File: src/rtl/aes_padding_adder_if.sv
// rtl/aes_padding_adder_if.sv - upstream/downstream word stream bundle for aes_padding_adder
interface aes_padding_adder_if #(
    parameter int WORD_SIZE = 32
);
    logic [WORD_SIZE-1:0] in_data;
    logic                 in_valid;
    logic                 in_ready;
    logic [WORD_SIZE-1:0] out_data;
    logic                 out_valid;
    logic                 out_ready;
    logic                 out_last;

    modport slave (
        input  in_data, in_valid, out_ready,
        output in_ready, out_data, out_valid, out_last
    );

    modport master (
        output in_data, in_valid, out_ready,
        input  in_ready, out_data, out_valid, out_last
    );
endinterface

File: src/rtl/aes_padding_adder.sv
// rtl/aes_padding_adder.sv - forwards a message then appends word-granular pad words to the block boundary
// Optional AES_PAD_FULL_BLOCK_EN: block-aligned messages (including empty ones) get a full pad block.
module aes_padding_adder #(
    parameter int WORD_SIZE         = 32,
    parameter int BLOCK_WORDS       = 4,
    parameter int WORD_COUNTER_SIZE = 16
) (
    input  logic                         clk,
    input  logic                         rst,
    input  logic                         msg_start,
    input  logic [WORD_COUNTER_SIZE-1:0] msg_words_out,
    aes_padding_adder_if.slave           s,
    output logic [WORD_COUNTER_SIZE-1:0] msg_words_in_adder,
    output logic                         busy,
    output logic                         msg_done
);
    localparam int LOG2B = $clog2(BLOCK_WORDS);
    localparam int PW    = LOG2B + 1;

    typedef enum logic [1:0] {IDLE, PASS, PAD} state_t;

    state_t                       state_q;
    logic [WORD_COUNTER_SIZE-1:0] len_q;
    logic [WORD_COUNTER_SIZE-1:0] cnt_q;
    logic [WORD_COUNTER_SIZE-1:0] cnt_d;
    logic [PW-1:0]                pad_q;
    logic [PW-1:0]                pad_left_q;
    logic [PW-1:0]                pad_d;
    logic [PW-1:0]                pad_full;
    logic [WORD_SIZE-1:0]         out_data_q;
    logic                         out_valid_q;
    logic                         out_last_q;
    logic                         done_q;
    logic                         in_ready_w;
    logic                         slot_free;
    logic                         in_fire;
    logic                         out_fire;
    logic                         last_data;

    always_comb begin
        pad_full = PW'(BLOCK_WORDS) - PW'(msg_words_out[LOG2B-1:0]);
`ifdef AES_PAD_FULL_BLOCK_EN
        pad_d = pad_full;
`else
        pad_d = (msg_words_out[LOG2B-1:0] == '0) ? '0 : pad_full;
`endif
    end

    // The output slot can be refilled in the same cycle the held word leaves.
    assign slot_free  = !out_valid_q || s.out_ready;
    assign in_ready_w = (state_q == PASS) && slot_free;
    assign in_fire    = s.in_valid && in_ready_w;
    assign out_fire   = out_valid_q && s.out_ready;
    assign cnt_d      = cnt_q + WORD_COUNTER_SIZE'(1);
    assign last_data  = (cnt_d == len_q);

    always_ff @(posedge clk) begin
        if (rst) begin
            state_q     <= IDLE;
            len_q       <= '0;
            cnt_q       <= '0;
            pad_q       <= '0;
            pad_left_q  <= '0;
            out_data_q  <= '0;
            out_valid_q <= 1'b0;
            out_last_q  <= 1'b0;
            done_q      <= 1'b0;
        end else begin
            done_q <= out_fire && out_last_q;
            if (out_fire) begin
                out_valid_q <= 1'b0;
                out_last_q  <= 1'b0;
            end
            case (state_q)
                IDLE: begin
                    // In IDLE the slot can only hold the previous message's last word.
                    if (msg_start && !out_valid_q) begin
                        len_q      <= msg_words_out;
                        pad_q      <= pad_d;
                        pad_left_q <= pad_d;
                        cnt_q      <= '0;
                        if (msg_words_out != '0) begin
                            state_q <= PASS;
                        end else if (pad_d != '0) begin
                            state_q <= PAD;
                        end else begin
                            done_q <= 1'b1;
                        end
                    end
                end
                PASS: begin
                    if (in_fire) begin
                        out_data_q  <= s.in_data;
                        out_valid_q <= 1'b1;
                        out_last_q  <= last_data && (pad_q == '0);
                        cnt_q       <= cnt_d;
                        if (last_data) begin
                            state_q <= (pad_q == '0) ? IDLE : PAD;
                        end
                    end
                end
                PAD: begin
                    if (slot_free) begin
                        out_data_q  <= WORD_SIZE'(pad_q);
                        out_valid_q <= 1'b1;
                        out_last_q  <= (pad_left_q == PW'(1));
                        pad_left_q  <= pad_left_q - PW'(1);
                        if (pad_left_q == PW'(1)) begin
                            state_q <= IDLE;
                        end
                    end
                end
                default: state_q <= IDLE;
            endcase
        end
    end

    assign s.in_ready          = in_ready_w;
    assign s.out_data          = out_data_q;
    assign s.out_valid         = out_valid_q;
    assign s.out_last          = out_last_q;
    assign msg_words_in_adder  = cnt_q;
    assign busy                = (state_q != IDLE);
    assign msg_done            = done_q;
endmodule

File: src/flat_wrapper.sv
// flat-port wrapper written by rule: the top's interface ports become plain ports
module aes_padding_adder_flat 
#(
    parameter int WORD_SIZE         = 32,
    parameter int BLOCK_WORDS       = 4,
    parameter int WORD_COUNTER_SIZE = 16
)
  (clk, rst, msg_start, msg_words_out, msg_words_in_adder, busy, msg_done, s_in_data, s_in_valid, s_out_ready, s_in_ready, s_out_data, s_out_valid, s_out_last);
  aes_padding_adder_if #(.WORD_SIZE(WORD_SIZE)) s_i ();
  input  logic clk;
  input  logic rst;
  input  logic msg_start;
  input  logic [WORD_COUNTER_SIZE-1:0] msg_words_out;
  output logic [WORD_COUNTER_SIZE-1:0] msg_words_in_adder;
  output logic busy;
  output logic msg_done;
  input wire logic [$bits(s_i.in_data)-1:0] s_in_data;
  input wire logic [$bits(s_i.in_valid)-1:0] s_in_valid;
  input wire logic [$bits(s_i.out_ready)-1:0] s_out_ready;
  output wire logic [$bits(s_i.in_ready)-1:0] s_in_ready;
  output wire logic [$bits(s_i.out_data)-1:0] s_out_data;
  output wire logic [$bits(s_i.out_valid)-1:0] s_out_valid;
  output wire logic [$bits(s_i.out_last)-1:0] s_out_last;
  assign s_i.in_data = s_in_data;
  assign s_i.in_valid = s_in_valid;
  assign s_i.out_ready = s_out_ready;
  assign s_in_ready = s_i.in_ready;
  assign s_out_data = s_i.out_data;
  assign s_out_valid = s_i.out_valid;
  assign s_out_last = s_i.out_last;
  aes_padding_adder #(.WORD_SIZE(WORD_SIZE), .BLOCK_WORDS(BLOCK_WORDS), .WORD_COUNTER_SIZE(WORD_COUNTER_SIZE)) u_core (.clk(clk), .rst(rst), .msg_start(msg_start), .msg_words_out(msg_words_out), .s(s_i), .msg_words_in_adder(msg_words_in_adder), .busy(busy), .msg_done(msg_done));
endmodule
File: config.mk
export PLATFORM = sky130hd
export DESIGN_NAME = aes_padding_adder_flat
export DESIGN_NICKNAME = d
export VERILOG_FILES = /design/src/rtl/aes_padding_adder_if.sv /design/src/rtl/aes_padding_adder.sv /design/src/flat_wrapper.sv
export SDC_FILE = /design/constraint.sdc
export NUM_CORES = 1
export LEC_CHECK = 0
export CORE_MARGIN = 2
export CORE_UTILIZATION = 28
export CTS_BUF_LIST = sky130_fd_sc_hd__clkbuf_4 sky130_fd_sc_hd__clkbuf_8
export CTS_CLUSTER_DIAMETER = 30
export DETAILED_ROUTE_END_ITERATION = 8
export DONT_BUFFER_PORTS = 1
export PLACE_DENSITY = 0.37
export SETUP_SLACK_MARGIN = 0.1
export SLEW_MARGIN = 20
export SYNTH_ARGS = -nofsm -noshare
export SYNTH_HDL_FRONTEND = slang
export SYNTH_SLANG_ARGS = --single-unit
File: constraint.sdc
create_clock -name clk -period 5.9 [get_ports clk]
set_clock_uncertainty 0.15 [all_clocks]
set_input_delay 1.18 -clock clk [delete_from_list [all_inputs] [get_ports clk]]
set_output_delay 1.18 -clock clk [all_outputs]
set_load 0.02 [all_outputs]
==> Yosys cells after proc, flatten, opt, wreduce, memory -nomap -nowiden <==
Cells that the tools add are included.
W data, S select, Z words.
{ "word_totals": {"reg_bits": 75, "input_bits": 53, "out_inout_bits": 53, "elab_cells": 75} }
{ "op_classes": {"addsub": 3, "eq_ne": 10, "n_mux": 31, "reduce_logical": 22} }
{ "ops": {"columns": ["operator", "n"], "rows": [
  ["$mux W32", 2],
  ["$pmux W32 S2", 1],
  ["$mux W16", 2],
  ["$pmux W16 S2", 1],
  ["$add A16 B1 Y16 const B", 1],
  ["$eq A16 B16 Y1", 1],
  ["$mux W2", 8],
  ["$reduce_bool A16 Y1", 1],
  ["$mux W1", 10],
  ["$ne A2 B1 Y1 const B", 5],
  ["$mux W3", 3],
  ["$reduce_and A3 Y1", 3],
  ["$reduce_bool A2 Y1", 4],
  ["$logic_and A1 B1 Y1", 6],
  ["$pmux W2 S3", 1],
  ["$pmux W3 S2", 1],
  ["$reduce_and A6 Y1", 1],
  ["$logic_not A2 Y1", 2],
  ["$pmux W1 S2", 2],
  ["$eq A3 B1 Y1 const B", 1],
  ["$logic_not A3 Y1", 1],
  ["$ne A3 B1 Y1 const B", 1],
  ["$reduce_bool A3 Y1", 1],
  ["$sub A3 B1 Y3 const B", 1],
  ["other kinds (6)", 6]
]} }

==> Longest topological paths before layout <==
Gate-level depths: netlist (run 1).
{ "depth": {"depth_word": 7, "ltp_mapped": 10, "mapped_depth_nobuf": 9} }

==> Worst setup path after synthesis (run 1) <==
No wires, ideal clock.
{ "synth_path": {"path_type": "input -> output", "start": "input port s_out_ready", "end": "output port s_in_ready", "arrival_ps": 1520, "required_ps": 4570, "path_slack_ps": 3050, "path_stages": 2, "path_buffers": 0, "path_cell_list": "nor2b_1 -> nor2_1"} }
{ "synth_between": {"elab_chain_cells": 2} }
{ "synth_lines": {"columns": ["element", "line_no", "rtl"], "rows": [
  ["start, declared", "flat_wrapper.sv:19", "input wire logic [$bits(s_i.out_ready)-1:0] s_out_ready;"],
  ["$logic_or A1 B1 Y1", "aes_padding_adder.sv:50", "assign slot_free = !out_valid_q || s.out_ready;"],
  ["$logic_and A1 B1 Y1", "aes_padding_adder.sv:51", "assign in_ready_w = (state_q == PASS) && slot_free;"],
  ["end, declared", "flat_wrapper.sv:20", "output wire logic [$bits(s_i.in_ready)-1:0] s_in_ready;"]
]} }
Every way passes these cells.

==> Worst setup path in the final report (run 1) <==
{ "layout_path": {"start": "register u_core.state_q[1]", "end": "output port s_in_ready"} }
{ "layout_between": {"elab_chain_cells": 2} }
{ "layout_lines": {"columns": ["element", "line_no", "rtl"], "rows": [
  ["start, declared", "aes_padding_adder.sv:22", "state_t state_q;"],
  ["start signal, assigned", "aes_padding_adder.sv:98", "state_q <= (pad_q == '0) ? IDLE : PAD;"],
  ["$eq A2 B1 Y1", "aes_padding_adder.sv:51", null],
  ["$logic_and A1 B1 Y1", "aes_padding_adder.sv:51", null]
]} }
Every way passes these cells.

==> run_results.csv, run 1 <==
group,metric,value,unit
clock_network,clk_pin_slew,0.08,ns
synth,yosysTopAreaCellShare,40.5,%
synth,netlist_top_cells_count,"74 x dfxtp_1, 67 x nor2_1, 51 x a21oi_1",
place,placed_cells,602,
synth,yosysSeqAreaShare,40.5,%
floorplan,dieArea,14000,sq um
timing,max_slew_margin,40.2,%
layout,nNetsFinal,501,
global_route,track_usage,15.5,%
global_route,grtUsageMet2,25.6,%
worst_setup_path,reg2reg_to,"u_core.state_q[1]",
clock_network,clockRootBuffer,"clkbuf_8",
worst_setup_path,worst_setup_path_end_kind,"output port",
timing,holdWs,0.313,ns
power_and_ir_drop,cellPowerDensity,487,nW/um^2
synth,yosysMostFrequentCell,"dfxtp_1",
worst_setup_path,required,4.57,ns
clock_network,htreeDepth,3,
timing,hold_violations,0,
worst_setup_path,crit_path_start_kind,"flip-flop",
route,dr_total_vias,3192,
place,hpwl,7400,um
min_path,min_from,"u_core.len_q[13]",
route,first_iter_violations,117,
floorplan,start_util,28.9,%
synth,yosysWarnings,0,
clock_network,cts_setup_buffers,0,
synth,yosys.area.top_type,"dfxtp_1",
global_route,top_usage_layer,"met2",
clock_network,cts_inserted_buffers,9,
synth,syn-instance-count,459,
route,drc,0,
worst_setup_path,crit_type,"reg -> out",
worst_setup_path,cp_max_fo,22,
global_route,grt_pass1_wl,17000,um
min_path,hold_path_end,"u_core.len_q[13]",
worst_setup_path,arrival,2.26,ns
synth,syn-num-nets,519,
timing,setup_tns,0,ns
layout,diodes,0,
timing,rsz0062_at_grt,"false",
worst_setup_path,rrSetupSlack,2.68,ns
global_route,antenna_found_initial,0,
floorplan,rows,41,
global_route,met1_usage,18.2,%
place,port_buffers,0,
power_and_ir_drop,p_leak,1.42,nW
synth,synth_seq_cells,74,
min_path,hold_class,"reg -> reg",
floorplan,chipWidth,118,um
route,via_per_inst,5.17,
clock_network,cts_tree,"built",
layout,final_cells,618,
flow_run,drv_cap,0,
timing,worstMarginPinSlew,0.897,ns
floorplan,io-pin-count,106,
global_route,grt_pass1_vias,3092,
route,wl,10600,um
global_route,grt_max_degree,75,
clock_network,clock_path_buffers,2,
global_route,grt-ovfl-total,0,
synth,synth-edff-count,0,
clock_network,cts_resized,0,
synth,synthesis.area,3660,sq um
run_status,outcome,"finished clean",
place,place_congestion,0.741,
clock_network,cts_sinks,74,
clock_network,clk_latency,0.36,ns
timing,setup_violations,0,
clock_network,postCtsHoldBufs,0,
timing,period_needed,3.59,ns
route,antenna_left,0,
timing,slew_violations,0,
worst_setup_path,reg2reg_depth,8,
layout,syn_to_final_growth,8.78,%
worst_setup_path,r2r-start,"u_core.msg_words_in_adder[0]",
route,first_pass_iters,4,
synth,synth_cell_types,54,
synth,synthTopCellsByArea,"dfxtp_1 40%, a21oi_1 7.0%, nor2_1 6.9%",
global_route,met3_usage,5.89,%
min_path,holdPathStages,2,
layout,finish.utilization,31.4,%
floorplan,placeableCoreArea,12700,sq um
timing,fin_crit_sh,60.8,%
synth,synth.avg_cell_area,7.98,sq um
synth,synth_ff_type,"dfxtp_1",
synth,async_reset_ff_share,0,%
timing,fmax,0.279,GHz
power_and_ir_drop,ir_drop,0.246,mV
route,wire_per_inst,17.1,um
layout,drive_gt1_share,6.28,%
floorplan,die_h,118,um
## state kept, by name, summed over array words and instances (netlist names)
signal	count
u_core.s.out_data	32
u_core.len_q	16
u_core.msg_words_in_adder	16
u_core.pad_left_q	3
u_core.pad_q	2
u_core.state_q	2
u_core.msg_done	1
u_core.s.out_last	1
u_core.s.out_valid	1
## worst max-delay path, cell delays in order (launching register included)
cell and delay (ns):
dfxtp_1 0.33, inv_1 0.07, ha_1 0.74, inv_1 0.32, nor2_1 0.43
## routing by layer
metal | vias to the layer above | share of wire [%]
li1 | 1594 | -
met1 | 1495 | 44
met2 | 91 | 47
met3 | 12 | 6.5
met4 | 0 | 2.0
met5 | - | 0
## logic make-up after synthesis
group                    after synthesis  synth area share [%]
multiplexers                           3                 0.820
flip-flops                            74                  40.5
adder cells (fa/ha/maj)                7                  2.39
XOR/XNOR                              19                  4.92
AND/OR/NAND/NOR                      194                  25.3
buffers and inverters                 41                  4.65
AO/OA/AOI/OAI                        121                  21.5
## power breakdown
group	total (mW)	internal [mW]	switching, mW
registers	0.799	0.617	0.183
logic	0.722	0.268	0.454
clock network	0.420	0.223	0.197
total	1.94	1.11	0.834
## cells in the final DEF, fill, tap and decap left out, drive strengths merged, types with 3 or more instances in the layout
cell type / n
a21o: 12
a21oi: 51
a22oi: 30
a31oi: 3
and2: 3
and3: 4
clkbuf: 12
dfxtp: 74
ha: 7
inv: 10
mux2i: 3
nand2: 49
nand2b: 4
nand3: 13
nand4: 7
nor2: 67
nor2b: 4
nor3: 17
nor4: 7
nor4b: 3
o21ai: 9
or4: 4
xnor2: 11
xor2: 7
## through the flow
stage / instance area [sq um] / power [mW] / setup slack, ns
after floorplan: 3660 / 1.36 / 3.05
after global placement: 3770 / 1.53 / 2.64
after detailed placement: 3770 / 1.54 / 2.65
after CTS: 3980 / 1.97 / 2.28
after global routing: 3980 / 2.10 / 2.03
final: 3980 / 1.94 / 2.31
## worst max-delay path by stage
stage	start	endpoint	slack, ns	depth (start not counted)
global route	u_core.state_q[1]	s_in_ready	2.03	4
CTS	u_core.state_q[1]	s_in_ready	2.28	4
finish	u_core.state_q[1]	s_in_ready	2.31	4
global placement	u_core.msg_words_in_adder[0]	u_core.state_q[1]	2.64	8
floorplan	s_out_ready	s_in_ready	3.05	2
detailed placement	u_core.msg_words_in_adder[0]	u_core.state_q[1]	2.65	8
## area by class of cell
| type | instances | area (sq um) |
|---|---|---|
| Multi-Input combinational cell | 344 | 2030 |
| Fill cell | 1403 | 8690 |
| Clock inverter | 4 | 50.0 |
| Timing Repair Buffer | 2 | 15.0 |
| Clock buffer | 12 | 159 |
| Sequential cell | 74 | 1480 |
| Tap cell | 172 | 215 |
| Inverter | 10 | 37.5 |
(Power assumes the default switching activity.)
==> run 2: changes to the inputs <==
==> constraint.sdc (replaced) <==
create_clock -name clk -period 3.5 [get_ports clk]
set_clock_uncertainty 0.15 [all_clocks]
set_input_delay 0.7 -clock clk [delete_from_list [all_inputs] [get_ports clk]]
set_output_delay 0.7 -clock clk [all_outputs]
set_load 0.02 [all_outputs]
==> run_results.csv, run 2 (synthesis gave the netlist of run 1 again) <==
group,metric,value,unit
global_route,grt_max_degree,75,
run_status,outcome,"finished clean",
layout,regArea,1480,sq um
power_and_ir_drop,seq_power_share,39.0,%
worst_setup_path,cp_slowest_cell,"dfxtp_1",
route,first_pass_iters,4,
floorplan,chipWidth,118,um
floorplan,die_h,118,um
flow_run,drv_cap,0,
timing,worstMarginPinSlew,0.734,ns
route,dr_total_vias,3204,
floorplan,start_util,28.9,%
worst_setup_path,r2r-start,"u_core.msg_words_in_adder[1]",
worst_setup_path,worst_setup_path_end_kind,"flip-flop",
power_and_ir_drop,cellPowerDensity,839,nW/um^2
layout,largest_reg_flops,32,
route,via_per_inst,5.09,
place,placed_cell_area,3860,sq um
power_and_ir_drop,ir_drop,0.437,mV
clock_network,cts_inserted_buffers,9,
route,wl,10700,um
place,place_congestion,0.754,
route,antenna_left,0,
power_and_ir_drop,combPwrFrac,36.5,%
timing,hold_violations,0,
place,pre_cts_slack,0.575,ns
layout,syn_to_final_growth,12.1,%
worst_setup_path,max_stage_delay,0.54,ns
route,first_iter_violations,160,
timing,setup_tns,0,ns
timing,slew_violations,0,
clock_network,clock_path_buffers,2,
worst_setup_path,cp_max_fo,7,
place,port_buffers,0,
min_path,min_from,"rst",
timing,rsz0062_at_grt,"false",
clock_network,clockRootBuffer,"clkbuf_8",
worst_setup_path,arrival,3.05,ns
clock_network,htreeDepth,3,
layout,multi_input_area,2020,sq um
worst_setup_path,crit_path_start,"u_core.msg_words_in_adder[1]",
floorplan,rows,41,
power_and_ir_drop,net-switching-power,1.44,mW
layout,fin_area,4100,sq um
layout,diodes,0,
timing,fin_crit_sh,83.9,%
clock_network,clk_pin_slew,0.08,ns
floorplan,placeableCoreArea,12700,sq um
timing,setup_violations,0,
global_route,track_usage,15.6,%
layout,final_common_cell,"dfxtp_1",
layout,final_cell_mix,"74 x dfxtp_1, 67 x nor2_1, 51 x a21oi_1",
layout,drive_gt1_share,8.30,%
worst_setup_path,crit_path_start_kind,"flip-flop",
power_and_ir_drop,p_sw_share,41.8,%
clock_network,cts_tree,"built",
worst_setup_path,crit_type,"reg -> reg",
power_and_ir_drop,total_power,3.44,mW
timing,max_slew_margin,51.0,%
clock_network,cts_resized,0,
global_route,antenna_found_initial,0,
global_route,grt_pass1_wl,17200,um
layout,nNetsFinal,513,
global_route,met1_usage,18.9,%
global_route,grtUsageMet2,24.3,%
floorplan,dieArea,14000,sq um
place,hpwl,7530,um
clock_network,cts_setup_buffers,0,
floorplan,io-pin-count,106,
timing,period_needed,2.94,ns
place,placed_cells,614,
global_route,top_usage_layer,"met2",
route,drc,0,
clock_network,clk_latency,0.37,ns
timing,holdWs,0.244,ns
route,wire_per_inst,16.9,um
power_and_ir_drop,intPower,2.00,mW
layout,finish.utilization,32.4,%
power_and_ir_drop,p_leak,1.50,nW
power_and_ir_drop,p_clk_share,24.5,%
global_route,grt_pass1_vias,3181,
timing,fin_ws,0.562,ns
layout,fill_cells,1373,
layout,final_cells,630,
clock_network,cts_sinks,74,
clock_network,postCtsHoldBufs,0,
timing,fmax,0.340,GHz
global_route,met3_usage,5.07,%
min_path,hold_class,"in -> reg",
worst_setup_path,worstPathCellList,"ha_1, and3_1, a21oi_1, nand4b_1, or4_4, o41a_1, nor4b_2, nor3_1",
worst_setup_path,required,3.61,ns
global_route,grt-ovfl-total,0,
## run 2: power by group through the flow
stage | registers, mW | logic (mW) | clock network (mW)
6_report | 1.34 | 1.26 | 0.843
5_1_grt | 1.37 | 1.43 | 0.910
4_1_cts | 1.35 | 1.29 | 0.873
3_3_place_gp | 1.37 | 1.26 | 0
3_5_place_dp | 1.36 | 1.29 | 0
2_1_floorplan | 1.32 | 0.971 | 0
## run 2: cell type report
class                   instances  area share [%]
clock buffers                  10            3.20
clock inverters                 6            2.77
inverters                      10           0.915
multi-input cells             344            49.2
flip-flops and latches         74            36.1
well taps                     172            5.24
repair buffers                 14            2.56
## run 2: final timing paths
check / to / slack, ns / depth (start not counted)
max: u_core.state_q[1] / 0.56 / 8
min: u_core.s.out_data[13] / 0.24 / 1
max reg2reg: u_core.state_q[1] / 0.56 / 8
min reg2reg: u_core.len_q[4] / 0.32 / 2
## run 2: metal layers
layer | vias to the layer above | share of wire [%]
met1 | 1461 | 45
li1 | 1625 | -
met3 | 24 | 5.8
met5 | - | 0
met4 | 0 | 3.4
met2 | 94 | 46
## run 2: critical path: cells and delay by family (launching register included)
kind	cells	cell delay [ns]
adder cells (fa/ha/maj)	1	0.35
flip-flops	1	0.54
AND/OR/NAND/NOR	5	1.23
AO/OA/AOI/OAI	2	0.55
